**src/rtl/alu_pkg.sv**
```systemverilog
// Shared ALU definitions for the issue stage and alu_r.
//   - alu_ctrl_e : 4-bit ALU operation encodings consumed by alu_r
//   - OPC_*      : RV32I major opcodes handled by the issue stage
//   - F3_* / F7_*: funct3 / funct7 field values used by the decoder
package alu_pkg;

    typedef enum logic [3:0] {
        ALU_ADD = 4'b0000,
        ALU_SUB = 4'b0001,
        ALU_AND = 4'b0010,
        ALU_SRL = 4'b0011,
        ALU_OR  = 4'b0100,
        ALU_SLL = 4'b1000
    } alu_ctrl_e;

    localparam logic [6:0] OPC_OP    = 7'b0110011;
    localparam logic [6:0] OPC_OPIMM = 7'b0010011;

    localparam logic [2:0] F3_ADD = 3'b000;
    localparam logic [2:0] F3_SLL = 3'b001;
    localparam logic [2:0] F3_SRL = 3'b101;
    localparam logic [2:0] F3_OR  = 3'b110;
    localparam logic [2:0] F3_AND = 3'b111;

    localparam logic [6:0] F7_ZERO = 7'b0000000;
    localparam logic [6:0] F7_ALT  = 7'b0100000;

endpackage

```
**src/rtl/alu_decode.sv**
```systemverilog
// Combinational RV32I OP / OP-IMM decoder for the issue stage.
//   opcode, funct3, funct7 : instruction fields
//   alu_ctrl               : ALU operation (ADD when illegal)
//   use_imm                : operand B comes from the immediate
//   shamt_mask             : operand B is a shift amount, keep only bits [4:0]
//   illegal                : combination not supported by alu_r
module alu_decode
    import alu_pkg::*;
(
    input  logic [6:0] opcode,
    input  logic [2:0] funct3,
    input  logic [6:0] funct7,
    output logic [3:0] alu_ctrl,
    output logic       use_imm,
    output logic       shamt_mask,
    output logic       illegal
);

    logic [3:0] ctrl_raw;

    always_comb begin
        ctrl_raw   = ALU_ADD;
        use_imm    = 1'b0;
        shamt_mask = 1'b0;
        illegal    = 1'b1;
        case (opcode)
            OPC_OP: begin
                // Register forms need a clean funct7 except SUB; this also
                // rejects the M-extension encodings (funct7 = 0000001).
                case (funct3)
                    F3_ADD: begin
                        if (funct7 == F7_ZERO) begin
                            ctrl_raw = ALU_ADD;
                            illegal  = 1'b0;
                        end else if (funct7 == F7_ALT) begin
                            ctrl_raw = ALU_SUB;
                            illegal  = 1'b0;
                        end
                    end
                    F3_AND: begin
                        ctrl_raw = ALU_AND;
                        illegal  = (funct7 != F7_ZERO);
                    end
                    F3_OR: begin
                        ctrl_raw = ALU_OR;
                        illegal  = (funct7 != F7_ZERO);
                    end
                    F3_SLL: begin
                        ctrl_raw   = ALU_SLL;
                        shamt_mask = 1'b1;
                        illegal    = (funct7 != F7_ZERO);
                    end
                    F3_SRL: begin
                        ctrl_raw   = ALU_SRL;
                        shamt_mask = 1'b1;
                        illegal    = (funct7 != F7_ZERO);
                    end
                    default: ;
                endcase
            end
            OPC_OPIMM: begin
                use_imm = 1'b1;
                // For ADDI/ANDI/ORI funct7 is immediate bits, so it is ignored.
                case (funct3)
                    F3_ADD: begin
                        ctrl_raw = ALU_ADD;
                        illegal  = 1'b0;
                    end
                    F3_AND: begin
                        ctrl_raw = ALU_AND;
                        illegal  = 1'b0;
                    end
                    F3_OR: begin
                        ctrl_raw = ALU_OR;
                        illegal  = 1'b0;
                    end
                    F3_SLL: begin
                        ctrl_raw   = ALU_SLL;
                        shamt_mask = 1'b1;
                        illegal    = (funct7 != F7_ZERO);
                    end
                    F3_SRL: begin
                        ctrl_raw   = ALU_SRL;
                        shamt_mask = 1'b1;
                        illegal    = (funct7 != F7_ZERO);
                    end
                    default: ;
                endcase
            end
            default: ;
        endcase
    end

    // Illegal entries still flow down the pipe, so give them a harmless op.
    assign alu_ctrl = illegal ? ALU_ADD : ctrl_raw;

endmodule

```
**src/rtl/ex_issue_stage.sv**
```systemverilog
// ID/EX issue stage feeding alu_r: decodes OP/OP-IMM, forwards operands and
// registers them in a single-entry valid/ready pipeline register.
//   clk, rst_n                  : clock, asynchronous active-low reset
//   in_valid/in_ready           : handshake from ID
//   in_opcode/funct3/funct7     : instruction fields
//   in_rs1/rs2/rd_addr          : register indices
//   in_rs1/rs2_data, in_imm     : regfile reads and sign-extended immediate
//   alu_result                  : alu_r result for the entry held here
//   exm_*/wb_*                  : younger/older writeback info for forwarding
//   flush                       : drop held entry and any capture this cycle
//   out_valid/out_ready         : handshake to EX/MEM
//   alu_a/alu_b/alu_ctrl        : registered operands and op for alu_r
//   out_rd/out_wen/out_illegal  : destination, writeback enable, illegal flag
module ex_issue_stage
    import alu_pkg::*;
#(
    parameter int XLEN   = 32,
    parameter int REG_AW = 5
) (
    input  logic              clk,
    input  logic              rst_n,
    input  logic              in_valid,
    output logic              in_ready,
    input  logic [6:0]        in_opcode,
    input  logic [2:0]        in_funct3,
    input  logic [6:0]        in_funct7,
    input  logic [REG_AW-1:0] in_rs1_addr,
    input  logic [REG_AW-1:0] in_rs2_addr,
    input  logic [REG_AW-1:0] in_rd_addr,
    input  logic [XLEN-1:0]   in_rs1_data,
    input  logic [XLEN-1:0]   in_rs2_data,
    input  logic [XLEN-1:0]   in_imm,
    input  logic [XLEN-1:0]   alu_result,
    input  logic              exm_wen,
    input  logic [REG_AW-1:0] exm_rd,
    input  logic [XLEN-1:0]   exm_data,
    input  logic              wb_wen,
    input  logic [REG_AW-1:0] wb_rd,
    input  logic [XLEN-1:0]   wb_data,
    input  logic              flush,
    output logic              out_valid,
    input  logic              out_ready,
    output logic [XLEN-1:0]   alu_a,
    output logic [XLEN-1:0]   alu_b,
    output logic [3:0]        alu_ctrl,
    output logic [REG_AW-1:0] out_rd,
    output logic              out_wen,
    output logic              out_illegal
);

    logic              out_valid_reg;
    logic [XLEN-1:0]   alu_a_reg;
    logic [XLEN-1:0]   alu_b_reg;
    logic [3:0]        alu_ctrl_reg;
    logic [REG_AW-1:0] out_rd_reg;
    logic              out_wen_reg;
    logic              out_illegal_reg;

    logic [3:0]        dec_ctrl;
    logic              dec_use_imm;
    logic              dec_shamt_mask;
    logic              dec_illegal;

    alu_decode u_decode (
        .opcode     (in_opcode),
        .funct3     (in_funct3),
        .funct7     (in_funct7),
        .alu_ctrl   (dec_ctrl),
        .use_imm    (dec_use_imm),
        .shamt_mask (dec_shamt_mask),
        .illegal    (dec_illegal)
    );

    logic fire_out;
    logic capture;
    logic retire_fwd;

    assign in_ready   = !out_valid_reg || out_ready;
    assign fire_out   = out_valid_reg && out_ready;
    assign capture    = in_valid && in_ready && !flush;
    // The held entry's result is only final if it actually leaves this cycle.
    assign retire_fwd = fire_out && out_wen_reg;

    // Index 0 = rs1, index 1 = rs2.
    logic [1:0][REG_AW-1:0] src_addr;
    logic [1:0][XLEN-1:0]   src_rf;
    logic [1:0][XLEN-1:0]   src_fwd;

    assign src_addr[0] = in_rs1_addr;
    assign src_addr[1] = in_rs2_addr;
    assign src_rf[0]   = in_rs1_data;
    assign src_rf[1]   = in_rs2_data;

    genvar gi;
    generate
        for (gi = 0; gi < 2; gi++) begin : g_fwd
            logic [XLEN-1:0] fwd_next;
            // Youngest producer first; x0 is hard-wired zero and never forwarded.
            always_comb begin
                fwd_next = src_rf[gi];
                if (src_addr[gi] == '0) begin
                    fwd_next = '0;
                end else if (retire_fwd && (out_rd_reg == src_addr[gi])) begin
                    fwd_next = alu_result;
                end else if (exm_wen && (exm_rd == src_addr[gi])) begin
                    fwd_next = exm_data;
                end else if (wb_wen && (wb_rd == src_addr[gi])) begin
                    fwd_next = wb_data;
                end
            end
            assign src_fwd[gi] = fwd_next;
        end
    endgenerate

    logic [XLEN-1:0] b_sel;
    logic [XLEN-1:0] alu_b_next;
    logic            out_wen_next;

    assign b_sel        = dec_use_imm ? in_imm : src_fwd[1];
    assign alu_b_next   = dec_shamt_mask ? {{(XLEN-5){1'b0}}, b_sel[4:0]} : b_sel;
    assign out_wen_next = !dec_illegal && (in_rd_addr != '0);

    always_ff @(posedge clk or negedge rst_n) begin
        if (!rst_n) begin
            out_valid_reg   <= 1'b0;
            alu_a_reg       <= '0;
            alu_b_reg       <= '0;
            alu_ctrl_reg    <= ALU_ADD;
            out_rd_reg      <= '0;
            out_wen_reg     <= 1'b0;
            out_illegal_reg <= 1'b0;
        end else if (flush) begin
            out_valid_reg <= 1'b0;
            out_wen_reg   <= 1'b0;
        end else if (capture) begin
            out_valid_reg   <= 1'b1;
            alu_a_reg       <= src_fwd[0];
            alu_b_reg       <= alu_b_next;
            alu_ctrl_reg    <= dec_ctrl;
            out_rd_reg      <= in_rd_addr;
            out_wen_reg     <= out_wen_next;
            out_illegal_reg <= dec_illegal;
        end else if (fire_out) begin
            out_valid_reg <= 1'b0;
        end
    end

    assign out_valid   = out_valid_reg;
    assign alu_a       = alu_a_reg;
    assign alu_b       = alu_b_reg;
    assign alu_ctrl    = alu_ctrl_reg;
    assign out_rd      = out_rd_reg;
    assign out_wen     = out_wen_reg;
    assign out_illegal = out_illegal_reg;

endmodule

```
**config.mk**
```make
export PLATFORM = sky130hd
export DESIGN_NAME = ex_issue_stage
export DESIGN_NICKNAME = d
export VERILOG_FILES = /design/src/rtl/alu_pkg.sv /design/src/rtl/alu_decode.sv /design/src/rtl/ex_issue_stage.sv
export SDC_FILE = /design/constraint.sdc
export NUM_CORES = 1
export LEC_CHECK = 0
export ABC_CLOCK_PERIOD_IN_PS = 5600
export BUFFER_PORTS_ARGS = -buffer_cell sky130_fd_sc_hd__buf_2
export CAP_MARGIN = 20
export CORE_MARGIN = 10
export CORE_UTILIZATION = 45
export DETAILED_ROUTE_END_ITERATION = 10
export GPL_TIMING_DRIVEN = 0
export PLACE_DENSITY = 0.81
export SLEW_MARGIN = 20
export SYNTH_ARGS = -nofsm -noshare
export SYNTH_HDL_FRONTEND = slang
export SYNTH_SLANG_ARGS = --single-unit
```
**constraint.sdc**
```tcl
create_clock -name clk -period 5.6 [get_ports clk]
set_clock_uncertainty 0.05 [all_clocks]
set_input_delay 0.84 -clock clk [delete_from_list [all_inputs] [get_ports clk]]
set_output_delay 0.84 -clock clk [all_outputs]
set_load 0.005 [all_outputs]
```
Word level (Yosys, flattened, before mapping)
Index checks and enable logic that the tools add are counted.
- input port bits: 241
- memories: 0
- word-level logic and storage cells: 78
- register bits after elaboration: 76
- memory bits (writable): 0
- bits in latches: 0
- ROM bits: 0
- div/mod/pow operators: 0
- add/sub/neg operators: 0
- multiply operators: 0
- multiplexer cells: 29
- bitwise gates (word level): 1
- shift-type cells: 0
- reductions and logical operators: 28
- order comparisons: 0
- eq/ne operators: 13
- operators with widths (cell ; number):
    $mux 32 ; 10
    $eq 5x5->1 ; 6
    $pmux 4 s5 ; 1
    $pmux 4 s4 ; 1
    $eq 7x6->1 const B ; 2
    $logic_and 1x1->1 ; 11
    $mux 1 ; 11
    $logic_not 5->1 ; 2
    $eq 3x3->1 const B ; 3
    $mux 4 ; 2
    $pmux 4 s2 ; 1
    $eq 7x5->1 const B ; 1
    $logic_not 7->1 ; 1
    $reduce_bool 7->1 ; 1
    $pmux 1 s2 ; 3
    $reduce_bool 5->1 ; 1
    $reduce_or 2->1 ; 2
    $reduce_or 4->1 ; 1
    $eq 3x1->1 const B ; 1
    $logic_not 1->1 ; 3
    $logic_not 3->1 ; 1
    $reduce_bool 3->1 ; 1
    $reduce_or 3->1 ; 1
    $reduce_and 2->1 ; 1
    other kinds (3) ; 3

Depth between registers and ports, before layout
- depth after elaboration: 9
- depth in mapped cells: 8

Hierarchy
From an unflattened synthesis, not the netlist that was laid out.
- cell total of the unflattened synthesis: 580
- area, all modules: 5405.2 um^2
- by module, submodules not included (module ; sequential area each (um^2) ; times used ; area an instance (um^2) ; cells each):
    ex_issue_stage ; 1901.8 ; 1 ; 5247.5 ; 554
    alu_decode ; 0.0 ; 1 ; 157.7 ; 26

Worst setup path after synthesis
No wires, ideal clock.
- path kind: in2reg
- start point: input in_rs2_addr[0]
- end point: register alu_b_reg[12], in the netlist alu_b[12]
- data required time: 5.417 ns
- data arrival time: 2.214 ns
- path slack: 3.203 ns
- stages on the path: 8
- path through: buf_6 xnor2_1 nand2_1 or4_1 buf_2 nand2_4 buf_2 o211ai_1
- longest elaborated chain between the ends: 8
- elaborated cells between the ends (all ways): 13
- RTL lines (what ; RTL line ; text):
    start: declaration ; ex_issue_stage.sv:28 ; input logic [REG_AW-1:0] in_rs2_addr,
    $eq 5x5->1 ; ex_issue_stage.sv:107 ; end else if (wb_wen && (wb_rd == src_addr[gi])) begin
    $logic_and 1x1->1 ; ex_issue_stage.sv:107 ;
    $mux 32 ; ex_issue_stage.sv:107 ;
    $mux 32 ; ex_issue_stage.sv:105 ; end else if (exm_wen && (exm_rd == src_addr[gi])) begin
    $mux 32 ; ex_issue_stage.sv:103 ; end else if (retire_fwd && (out_rd_reg == src_addr[gi])) begin
    $mux 32 (*) ; ex_issue_stage.sv:101 ; if (src_addr[gi] == '0) begin
    $mux 32 (*) ; ex_issue_stage.sv:119 ; assign b_sel = dec_use_imm ? in_imm : src_fwd[1];
    $mux 32 (*) ; ex_issue_stage.sv:120 ; assign alu_b_next = dec_shamt_mask ? {{(XLEN-5){1'b0}}, b_sel[4:0]} : b_sel;
    end signal: assignment ; ex_issue_stage.sv:138 ; alu_b_reg <= alu_b_next;
    end: declaration ; ex_issue_stage.sv:53 ; logic [XLEN-1:0] alu_b_reg;
Mark *: on every way between the ends. The rest lies on a longest branch, timed or not.
A chain may end at the register's enable or synchronous reset.

Worst setup path in the final report
- start point: input in_rs2_addr[3]
- end point: register alu_b_reg[4], in the netlist alu_b[4]
The elaborated chain is that of the path after synthesis.

==> impl_metrics.json <==
{
  "grt_pass1_vias": 7288,
  "fmax_ghz": 0.372,
  "power_density_nw_per_um2": 233,
  "crit_fanout": 10,
  "fp.dieW_um": 133,
  "max_stage_delay_ns": 0.66,
  "leakagePower_nw": 3.76,
  "cts_buffers": 9,
  "vias": 6950,
  "drive_gt1_share_pct": 39.0,
  "drt_pass1_iterations": 5,
  "io_pins": 318,
  "status": "completed",
  "netSwitchingFraction_pct": 30.5,
  "yosys_warnings": 0,
  "core_um2": 12500,
  "postRouteAntennaNets": 0,
  "io_buffers": 316,
  "cp-end-kind": "register",
  "cap_violations": 0,
  "htree_levels": 3,
  "layout_min_cycle_time_ns": 2.69,
  "postLayoutCoreUtil_pct": 62.7,
  "worst_pin_slew_ns": 0.772,
  "cts.repair.resized": 0,
  "synthCells": 643,
  "path_cells": "buf_2 -> xor2_1 -> nor4_4 -> clkbuf_1 -> a21boi_0 -> o311ai_1 -> a211oi_1",
  "power_frac_comb_pct": 27.7,
  "synth_edf_count": 0,
  "p_clk_share_pct": 35.0,
  "route.detailed.drc": 0,
  "worst-path-buf-inv": 2,
  "hold_viol": 0,
  "drt-total-wl_um": 26500,
  "criticalPathCategory": "input port to register",
  "start_util_pct": 45.6,
  "intPower_mw": 1.27,
  "min_path_type": "input port to async pin",
  "gp_congestion": 0.930,
  "finalMaxSlewViolations": 0,
  "antenna_found_initial": 1,
  "overflow": 0,
  "slew_headroom_pct": 48.1,
  "seqPwrFrac_pct": 37.3,
  "final.setup.tns_ns": 0,
  "yosysSeqAreaShare_pct": 33.3,
  "holdBufCountCts": 0,
  "cp.arrival_ns": 2.82,
  "critPathRequiredTime_ns": 5.73,
  "cp_top_family": "simple AND/OR/NAND/NOR gates",
  "cts_max_path_buffers": 2,
  "synth_ff_type": "dfrtp_1",
  "ys_async_sr_fraction_pct": 100,
  "syn_area_um2": 5710,
  "final_cell_mix": "buf_2, dfrtp_1, o31ai_1",
  "layout_commonest_cell": "buf_2",
  "clock_sinks": 76,
  "synth_area_per_cell_um2": 8.87,
  "post-route-period-util_pct": 48.1,
  "path_clk_slew_ns": 0.07,
  "die_h_um": 133,
  "dieArea_um2": 17600,
  "final_nets": 1212,
  "viasPerCell": 6.05,
  "synth_cell_types": 45,
  "grt_first_pass_wirelength_um": 40600,
  "ir_worst_vdd_mv": 0.161,
  "grt_max_degree": 42,
  "drt_iter0_markers": 646,
  "hpwl_um": 20500,
  "start_kind": "input port",
  "rows": 41,
  "cts_setup_buffers": 0,
  "setup_viol_count_final": 0,
  "synth_seq_cells": 76,
  "num_antenna_cells": 0,
  "track_usage_pct": 28.7,
  "fillers": 1154,
  "rsz0062_at_grt": "no",
  "cts-root-buf": "clkbuf_16",
  "clk_latency_ns": 0.33,
  "power_switching_uw": 557,
  "cpMaxStageDelayCell": "nor4_4",
  "total_power_mw": 1.83,
  "cts_tree": "built",
  "areaGrowthSynthToFinish_pct": 37.5,
  "syn_nets": 884,
  "avgRoutedWirePerCell_um": 23.1
}
## power by group through the flow
| stage | Sequential [mW] | Combinational (mW) | Clock (mW) |
|---|---|---|---|
| 3_3_place_gp | 0.685 | 0.500 | 0 |
| 3_5_place_dp | 0.688 | 0.507 | 0 |
| 6_report | 0.681 | 0.507 | 0.640 |
| 2_1_floorplan | 0.692 | 0.223 | 0 |
| 5_1_grt | 0.690 | 0.553 | 0.668 |
| 4_1_cts | 0.679 | 0.508 | 0.644 |
## path summary, 6_finish.rpt
check	depth (start not counted)	endpoint	start	slack, ns
setup / recovery	7	alu_b[4]$_DFFE_PN0P_	in_rs2_addr[3]	2.91
hold / removal	1	alu_a[7]$_DFFE_PN0P_	rst_n	0.43
setup reg to reg	7	alu_a[29]$_DFFE_PN0P_	out_valid$_DFFE_PN0P_	3.21
hold reg to reg	1	out_illegal$_DFFE_PN0P_	out_illegal$_DFFE_PN0P_	0.43
max in group asynchronous	2	alu_a[27]$_DFFE_PN0P_	rst_n	4.44
min in group clk	1	out_illegal$_DFFE_PN0P_	out_illegal$_DFFE_PN0P_	0.43
## synthesized netlist by cell type (10+ instances only)
master,instances,share of area (%)
a211oi_1,37,4.9
a21boi_0,29,3.8
a22oi_1,33,4.3
a32oi_1,26,4.0
and3_1,55,6.0
and3_2,10,1.3
buf_2,17,1.5
clkbuf_1,37,2.4
dfrtp_1,76,33
nand2_1,50,3.3
nand3b_1,32,4.2
nor2_1,38,2.5
o211ai_1,26,3.4
o31ai_1,61,8.0
xnor2_1,13,2.0
xor2_1,17,2.6
## per-layer routing
layer	global-route usage [%]	vias up	wire length (um)
met1	34.4	3296	10200
met2	48.8	456	13100
met4	10.7	2	673
met5	0	-	13
li1	-	3151	-
met3	7.08	45	2480
## layout make-up
type | instances | area (um2) | share of cell area, %
Clock buffer | 11 | 243 | 3.10
Clock inverter | 5 | 75.1 | 0.957
Sequential cell | 76 | 1900 | 24.3
Inverter | 3 | 11.3 | 0.144
Buffer | 67 | 365 | 4.66
Multi-Input combinational cell | 497 | 3430 | 43.7
Timing Repair Buffer | 317 | 1600 | 20.5
Tap cell | 172 | 215 | 2.74
## cells by family (layout without fill, tap and decap cells)
family	Yosys count	after routing	share of synthesized area (%)
buffers and inverters	70	403	6.60
AOI/OAI and AO/OA	246	246	32.4
DFF	76	76	33.3
and+or+nand+nor	221	221	23.1
xor gates and xnor gates	30	30	4.61
## metrics by stage
step / instance area, um2 / hold WS, ns / worst slack, ns / cells
global route: 7840 / 0.460 / 2.79 / 1148
detailed placement: 7520 / 0.416 / 2.58 / 1132
global placement: 7500 / 0.406 / 2.61 / 1131
floorplan: 5710 / 0.423 / 3.20 / 643
finish: 7840 / 0.434 / 2.91 / 1148
CTS: 7840 / 0.436 / 2.93 / 1148
Power figures use the tool's default switching activity.
